File: config.mk
export PLATFORM = sky130hd
export DESIGN_NAME = pll_reset_sequencer_flat
export DESIGN_NICKNAME = d
export VERILOG_FILES = /design/src/rtl/pll_reset_sequencer_pkg.sv /design/src/rtl/pll_reset_sequencer_if.sv /design/src/rtl/pll_reset_sequencer_sync_2ff.sv /design/src/rtl/pll_reset_sequencer.sv /design/src/flat_wrapper.sv
export SDC_FILE = /design/constraint.sdc
export NUM_CORES = 1
export LEC_CHECK = 0
export CAP_MARGIN = 25
export CORE_ASPECT_RATIO = 0.5
export CORE_MARGIN = 4
export CORE_UTILIZATION = 45
export DETAILED_ROUTE_END_ITERATION = 8
export GPL_ROUTABILITY_DRIVEN = 0
export PLACE_DENSITY_LB_ADDON = 0.1
export SYNTH_ARGS = -nofsm -noshare
export SYNTH_HDL_FRONTEND = slang
export SYNTH_SLANG_ARGS = --single-unit
File: constraint.sdc
create_clock -name clock -period 2.44 [get_ports clock]
set_clock_uncertainty 0.05 [all_clocks]
set_input_delay 0.488 -clock clock [delete_from_list [all_inputs] [get_ports clock]]
set_output_delay 0.488 -clock clock [all_outputs]
set_load 0.05 [all_outputs]
File: src/rtl/pll_reset_sequencer_pkg.sv
// Shared types and constants for the PLL reset sequencer.
// Contents: state_t (3-bit FSM encoding), SYNC_STAGES, LOSS_CNT_W.
package pll_reset_seq_pkg;

    localparam int unsigned SYNC_STAGES = 2;
    localparam int unsigned LOSS_CNT_W  = 8;

    // Encodings are visible on state_o, so keep them fixed.
    typedef enum logic [2:0] {
        WAIT_LOCK = 3'd0,
        FILTER    = 3'd1,
        HOLD      = 3'd2,
        RUN       = 3'd3,
        LOST      = 3'd4
    } state_t;

endpackage

File: src/rtl/pll_reset_sequencer_if.sv
// Bundle between the PLL/MCU side and the reset sequencer.
// lock, mcu_rst : async requests into the sequencer
// sys_rst, ready, state_o : sequencer status
// loss_cnt : lock-loss counter, present only with PLL_RESET_SEQ_LOSS_CNT_EN
interface pll_reset_sequencer_if;
    import pll_reset_seq_pkg::*;

    logic   lock;
    logic   mcu_rst;
    logic   sys_rst;
    logic   ready;
    state_t state_o;
`ifdef PLL_RESET_SEQ_LOSS_CNT_EN
    logic [LOSS_CNT_W-1:0] loss_cnt;

    modport master (output lock, output mcu_rst,
                    input sys_rst, input ready, input state_o, input loss_cnt);
    modport slave  (input lock, input mcu_rst,
                    output sys_rst, output ready, output state_o, output loss_cnt);
`else
    modport master (output lock, output mcu_rst,
                    input sys_rst, input ready, input state_o);
    modport slave  (input lock, input mcu_rst,
                    output sys_rst, output ready, output state_o);
`endif

endinterface

File: src/rtl/pll_reset_sequencer_sync_2ff.sv
// Generic 1-bit synchronizer, SYNC_STAGES flops deep, synchronous active-low clear.
// Ports: clock, clr_n (sync clear), d (async in), q (synchronized out).
module sync_2ff
    import pll_reset_seq_pkg::*;
(
    input  logic clock,
    input  logic clr_n,
    input  logic d,
    output logic q
);

    logic [SYNC_STAGES-1:0] ff;

    // Shift chain; q is the last stage.
    always_ff @(posedge clock) begin
        if (!clr_n) begin
            ff <= '0;
        end else begin
            ff <= {ff[SYNC_STAGES-2:0], d};
        end
    end

    assign q = ff[SYNC_STAGES-1];

endmodule

File: src/rtl/pll_reset_sequencer.sv
// Sequences the downstream active-high reset around PLL lock and MCU reset.
// Ports: clock, reset_n (sync, active-low), bus (slave side of
// pll_reset_sequencer_if: lock, mcu_rst in; sys_rst, ready, state_o out).
// Optional macro PLL_RESET_SEQ_LOSS_CNT_EN adds the saturating loss_cnt output.
module pll_reset_sequencer
    import pll_reset_seq_pkg::*;
#(
    parameter int unsigned LOCK_FILTER_CYCLES = 16,
    parameter int unsigned RESET_HOLD_CYCLES  = 1024,
    parameter int unsigned CNT_W              = 16
) (
    input  logic                 clock,
    input  logic                 reset_n,
    pll_reset_sequencer_if.slave bus
);

    localparam logic [CNT_W-1:0] FILT_LOAD = CNT_W'(LOCK_FILTER_CYCLES - 1);
    localparam logic [CNT_W-1:0] HOLD_LOAD = CNT_W'(RESET_HOLD_CYCLES - 1);

    state_t             state_q, state_d;
    logic [CNT_W-1:0]   cnt_q, cnt_d;
    logic               lock_s, mcu_s;
    logic               sys_rst_q, ready_q;

    sync_2ff u_sync_lock (.clock(clock), .clr_n(reset_n), .d(bus.lock),    .q(lock_s));
    sync_2ff u_sync_mcu  (.clock(clock), .clr_n(reset_n), .d(bus.mcu_rst), .q(mcu_s));

    // Next-state and counter logic; lock loss takes priority over mcu_s.
    always_comb begin
        state_d = state_q;
        cnt_d   = cnt_q;
        case (state_q)
            WAIT_LOCK: begin
                if (lock_s && !mcu_s) begin
                    state_d = FILTER;
                    cnt_d   = FILT_LOAD;
                end
            end
            FILTER: begin
                if (!lock_s) begin
                    state_d = WAIT_LOCK;
                end else if (cnt_q == '0) begin
                    state_d = HOLD;
                    cnt_d   = HOLD_LOAD;
                end else begin
                    cnt_d = cnt_q - CNT_W'(1);
                end
            end
            HOLD: begin
                if (!lock_s) begin
                    state_d = LOST;
                end else if (mcu_s) begin
                    cnt_d = HOLD_LOAD;
                end else if (cnt_q == '0) begin
                    state_d = RUN;
                end else begin
                    cnt_d = cnt_q - CNT_W'(1);
                end
            end
            RUN: begin
                if (!lock_s) begin
                    state_d = LOST;
                end else if (mcu_s) begin
                    state_d = HOLD;
                    cnt_d   = HOLD_LOAD;
                end
            end
            LOST:    state_d = WAIT_LOCK;
            default: state_d = WAIT_LOCK;
        endcase
    end

    // State register; outputs decoded from next state so they move with it.
    always_ff @(posedge clock) begin
        if (!reset_n) begin
            state_q   <= WAIT_LOCK;
            cnt_q     <= '0;
            sys_rst_q <= 1'b1;
            ready_q   <= 1'b0;
        end else begin
            state_q   <= state_d;
            cnt_q     <= cnt_d;
            sys_rst_q <= (state_d != RUN);
            ready_q   <= (state_d == RUN);
        end
    end

    assign bus.sys_rst = sys_rst_q;
    assign bus.ready   = ready_q;
    assign bus.state_o = state_q;

`ifdef PLL_RESET_SEQ_LOSS_CNT_EN
    logic [LOSS_CNT_W-1:0] loss_q;

    // LOST always exits after one cycle, so state_d == LOST marks an entry.
    always_ff @(posedge clock) begin
        if (!reset_n) begin
            loss_q <= '0;
        end else if (state_d == LOST && loss_q != {LOSS_CNT_W{1'b1}}) begin
            loss_q <= loss_q + LOSS_CNT_W'(1);
        end
    end

    assign bus.loss_cnt = loss_q;
`endif

endmodule
File: src/flat_wrapper.sv
// flat-port wrapper written by rule: the top's interface ports become plain ports
module pll_reset_sequencer_flat import pll_reset_seq_pkg::*;
#(
    parameter int unsigned LOCK_FILTER_CYCLES = 16,
    parameter int unsigned RESET_HOLD_CYCLES  = 1024,
    parameter int unsigned CNT_W              = 16
)
  (clock, reset_n, bus_lock, bus_mcu_rst, bus_sys_rst, bus_ready, bus_state_o);
  pll_reset_sequencer_if bus_i ();
  input  logic clock;
  input  logic reset_n;
  input wire logic [$bits(bus_i.lock)-1:0] bus_lock;
  input wire logic [$bits(bus_i.mcu_rst)-1:0] bus_mcu_rst;
  output wire logic [$bits(bus_i.sys_rst)-1:0] bus_sys_rst;
  output wire logic [$bits(bus_i.ready)-1:0] bus_ready;
  output wire logic [$bits(bus_i.state_o)-1:0] bus_state_o;
  assign bus_i.lock = bus_lock;
  assign bus_i.mcu_rst = bus_mcu_rst;
  assign bus_sys_rst = bus_i.sys_rst;
  assign bus_ready = bus_i.ready;
  assign bus_state_o = bus_i.state_o;
  pll_reset_sequencer #(.LOCK_FILTER_CYCLES(LOCK_FILTER_CYCLES), .RESET_HOLD_CYCLES(RESET_HOLD_CYCLES), .CNT_W(CNT_W)) u_core (.clock(clock), .reset_n(reset_n), .bus(bus_i));
endmodule
======== Word-level counts from Yosys, hierarchy flattened ========
Cells that the tools add are included.
Widths: inputs -> output; s select.
word-level totals
  register bits after elaboration ......... 25
  output and inout port bits .............. 5
cells by class
  eq/ne operators ......................... 11
  reductions and logical operators ........ 6
  add/sub/neg operators ................... 1
  mux-type cells .......................... 18
operators with widths
  operator               number
  $mux 16                8
  $pmux 16 s4            1
  $mux 3                 8
  $logic_not 16->1       1
  $sub 16x1->16 const B  1
  $pmux 3 s4             1
  $eq 3x2->1 const B     3
  $ne 2x2->1 const B     4
  $reduce_and 7->1       1
  $reduce_bool 4->1      1
  $eq 3x1->1 const B     1
  $logic_not 3->1        1
  $ne 3x2->1 const B     1
  $ne 3x3->1 const B     1
  $ne 2x1->1 const B     1
  $logic_and 1x1->1      1
  $logic_not 1->1        1

======== Longest topological paths before layout ========
  depth after elaboration ................. 6
  depth in mapped cells ................... 8
  depth with buffers taken out ............ 7

======== Hierarchy ========
From an unflattened synthesis, not the netlist that was laid out.
unflattened totals
  cells, all modules ...................... 155
  area, all modules ....................... 1,346.3 um^2
by module, submodules not included
  module               instances  cells each  area each (um^2)
  pll_reset_sequencer  1          147         1,241.2
  sync_2ff             2          4           52.6

======== Least setup slack after synthesis ========
OpenSTA, ideal clock, no wires.
  path kind ............................... register -> register
  start point ............................. register u_core.state_q[0] (netlist: u_core.bus.state_o[0])
  end point ............................... register u_core.cnt_q[14]
  cell stages (with the launch flop) ...... 7
  required time ........................... 2,319 ps
  clock period less this slack ............ 2,527 ps
  arrival ................................. 2,406 ps
  slack ................................... -87 ps
  cells stage by stage .................... dfxtp_1 > buf_2 > nor2_2 > a221o_1 > a2111o_1 > or4b_1 > a21oi_1
between the ends
  longest elaborated chain between the ends .. 3
  elaborated cells between the ends (all ways) .. 13
RTL lines
  item                                                 RTL line                   text
  start, declared                                      pll_reset_sequencer.sv:20  state_t state_q, state_d;
  start signal, assigned                               pll_reset_sequencer.sv:81  state_q <= state_d;
  $eq 3x2->1 (tied with other cells)                   pll_reset_sequencer.sv:32  case (state_q)
  $ne 3x3->1 (no source line) (tied with other cells)  --
  $reduce_and 7->1 (no source line)                    --
  end signal, assigned                                 pll_reset_sequencer.sv:82  cnt_q <= cnt_d;
  end, declared                                        pll_reset_sequencer.sv:21  logic [CNT_W-1:0] cnt_q, cnt_d;
Parallel ways exist; a longest one is shown, timed or not.
A chain may end at the register's enable or synchronous reset.

======== Worst setup path after layout ========
  start point ............................. register u_core.cnt_q[0]
  end point ............................... register u_core.cnt_q[14]
between the ends
  longest elaborated chain between the ends .. 5
  elaborated cells between the ends (all ways) .. 10
RTL lines
  item           RTL line                                              text
  $sub 16x1->16  pll_reset_sequencer.sv:46, pll_reset_sequencer.sv:57
  $mux 16        pll_reset_sequencer.sv:54                             end else if (cnt_q == '0) begin
  $mux 16        pll_reset_sequencer.sv:52                             end else if (mcu_s) begin
  $mux 16        pll_reset_sequencer.sv:50                             if (!lock_s) begin
  $pmux 16 s4    pll_reset_sequencer.sv:32
Parallel ways exist; a longest one is shown, timed or not. The select of a mux whose other input is x is not followed.

==> results.cfg <==
[outcome]
status = finished, final reports clean

[min_path]
min_path_type = flop to flop
holdPathEnd = u_core.u_sync_mcu.ff[1]
hp-start = u_core.u_sync_mcu.ff[0]
worstHoldPathCells = 1

[clocking]
post_cts_buffers = 0
max-clock-path-buffers = 2
ctsResizeCount = 0
htreeDepth = 1
cts.sinks = 25
cts_made_buffers = 3
clk-insertion-delay-late_ns = 0.28
ctsRootBufferMaster = clkbuf_8
cts.reportedPaths.clkPinSlew_ns = 0.09
cts_hold_buffers = 0
cts_tree = done

[cells_and_area]
finalInstanceArea_um2 = 1642
final_common_cell = dfxtp_1
diodes = 0
drive_gt1_share_pct = 15.30
fin_util_pct = 59.72
final.fill_count = 250
nets = 190
areaGrowthSynthToFinish_pct = 19.60
mostFrequentLayoutCells = dfxtp_1 (22), nor2_1 (14), buf_4 (14)

[yosys]
synth_cells = 163
synth.area.mux_share_pct = 0
ys_seq_area_share_pct = 36.46
synth-edff-count = 0
ys_warn_count = 0
synth_top_area_share_pct = 36.46
synth_fp_nets = 169
synth.distinct_cells = 44
synth_top_family_by_area = simple AND/OR/NAND/NOR gates
yosys.area_share.adder_pct = 1.823
async_flop_share_pct = 0
synthTopCellsByArea = dfxtp_1 (36%), nor2_1 (3.8%), nand2_1 (3.6%)
syn_area_um2 = 1373
synth-seq-cells = 25
syn_avg_cell_area_um2 = 8.421
synth-simple-area-share_pct = 31.08
ys.flop_type = dfxtp_1
synth-compound-area-share_pct = 24.34
yosys.area.top_type = dfxtp_1
synth-xor-area-share_pct = 2.552

[sta]
max_freq_mhz = 439.0
setup_viol = 0
rsz0062_at_grt = no
period_needed_ns = 2.278
worst_hold_slack_ns = 0.3923
worst_pin_slew_ns = 0.5008
finalSetupTns_ns = 0
finalCritPeriodShare_pct = 93.35
relSlewSlack_pct = 66.51
hold_viol = 0
drv_slew = 0

[worst_setup_path]
crit_type = flop to flop
reg2reg_slack_ns = 0.16
cp_data_arrival_time_ns = 2.43
crit_required_ns = 2.60
critPathCaptureType = flop
cp-start-kind = flop
worstReg2RegEnd = u_core.cnt_q[14]
r2r_cells = 7
critPathMaxFanout = 5
reg2reg_from = u_core.cnt_q[0]

[drt]
drt-vias-per-instance = 6.055
drt_iter0_drc = 137
drt-total-wl_um = 3342
ant_nets = 0
via_count = 1332
firstDrtPassIters = 5
drc = 0
wl_per_cell_um = 15.19

[power_and_ir_drop]
comb_power_share_pct = 20.0
intPower_uw = 610.5
p_clk_share_pct = 29.5
swShare_pct = 29.24
seqPwrFrac_pct = 50.5
finalPower_uw = 862.8
powerDensity_nw_per_um2 = 525.6
power.switching_uw = 252.3
max-vdd-ir-drop_mv = 0.2313
leakagePower_nw = 0.6881

[place]
hpwlAfterDp_um = 2519
numPortBuffers = 8
placed_area_um2 = 1577

[global_route]
antenna_found_initial = 0
grt_max_degree = 19
grt_pass1_wl_um = 5713
grt_use_total_pct = 18.51
grt_pass1_vias = 1189
grt.overflow.total = 0

[floorplan]
core_um2 = 2749
die_w_um = 86.11
die_h_um = 47.05
rows = 13
io_pins = 9
dieArea_um2 = 4051
initial_core_util_pct = 49.93

[job]
drv_cap = 0
## metal layers
metal	up-vias	global-route usage, %	share of wire [%]
met5	-	0	0
met4	0	5.363	1.5
met3	8	7.706	8.5
met2	49	27.26	41
met1	620	25.08	49
li1	655	-	-
## how the worst max path moves through the flow
stage	from	end	slack [ns]
finish	u_core.cnt_q[0]	u_core.cnt_q[14]	0.16
global route	u_core.cnt_q[0]	u_core.cnt_q[14]	0.01
CTS	u_core.cnt_q[0]	u_core.cnt_q[14]	0.13
detailed placement	u_core.cnt_q[0]	u_core.cnt_q[4]	0.16
global placement	u_core.cnt_q[2]	u_core.cnt_q[7]	0.18
floorplan	u_core.bus.state_o[1]	u_core.cnt_q[14]	0.04
## cell families (layout without fill, tap and decap cells)
family / after synthesis / in the layout
AO/OA/AOI/OAI: 47 / 47
XOR/XNOR: 4 / 4
flip-flops: 25 / 25
buffers and inverters: 12 / 32
AND/OR/NAND/NOR: 73 / 73
adder cells (fa/ha/maj): 2 / 2
## cells in the mapped netlist, types with 2 or more instances
| library cell | number |
|---|---|
| a211o_1 | 3 |
| a211oi_1 | 4 |
| a21boi_0 | 2 |
| a21oi_1 | 7 |
| a31oi_1 | 3 |
| a32o_1 | 2 |
| and2_1 | 4 |
| and3_1 | 7 |
| and4_1 | 2 |
| buf_2 | 2 |
| clkbuf_1 | 3 |
| dfxtp_1 | 25 |
| ha_1 | 2 |
| inv_1 | 6 |
| nand2_1 | 13 |
| nand2b_1 | 2 |
| nand3_1 | 6 |
| nand4_1 | 3 |
| nor2_1 | 14 |
| nor3_1 | 8 |
| nor3b_1 | 3 |
| nor4_1 | 2 |
| nor4_4 | 2 |
| o211a_1 | 2 |
| o21a_1 | 2 |
| o21ai_0 | 9 |
| o21ai_1 | 2 |
| o41ai_1 | 3 |
| or3_1 | 2 |
| xnor2_1 | 4 |
## state kept, by name (all words and copies together), names as in the netlist
register               cells
u_core.u_sync_lock.ff      2
u_core.u_sync_mcu.ff       2
u_core.cnt_q              16
u_core.bus.sys_rst         1
u_core.bus.state_o         3
u_core.bus.ready           1
## area by class of cell
class	instances	area, µm²	area share, %
Multi-Input combinational cell	126	837.1	50.99
Sequential cell	25	504.2	30.72
Timing Repair Buffer	22	185.2	11.28
Tap cell	37	46.29	2.820
Clock buffer	3	41.29	2.515
Inverter	6	22.52	1.372
Clock inverter	1	5.005	0.3049
## through the flow
step | cells | worst slack (ns)
global placement | 216 | 0.1777
CTS | 220 | 0.1313
finish | 220 | 0.1623
floorplan | 163 | 0.03860
detailed placement | 216 | 0.1570
global route | 220 | 0.01283
## worst max-delay path: stages (launching register included)
cell      delay [ns]
dfxtp_2         0.37
inv_1           0.08
ha_1            0.19
nor3b_1         0.14
and4_1          0.27
a2111o_1        0.43
or4b_1          0.52
a21oi_1         0.15
## power groups by stage
stage | combinational (mW) | clock, mW | sequential [mW]
6_report | 0.173 | 0.255 | 0.435
5_1_grt | 0.195 | 0.281 | 0.437
4_1_cts | 0.168 | 0.261 | 0.434
3_5_place_dp | 0.167 | 0 | 0.444
3_3_place_gp | 0.168 | 0 | 0.443
2_1_floorplan | 0.111 | 0 | 0.442
No activity file was read; power rests on OpenSTA's default activity.
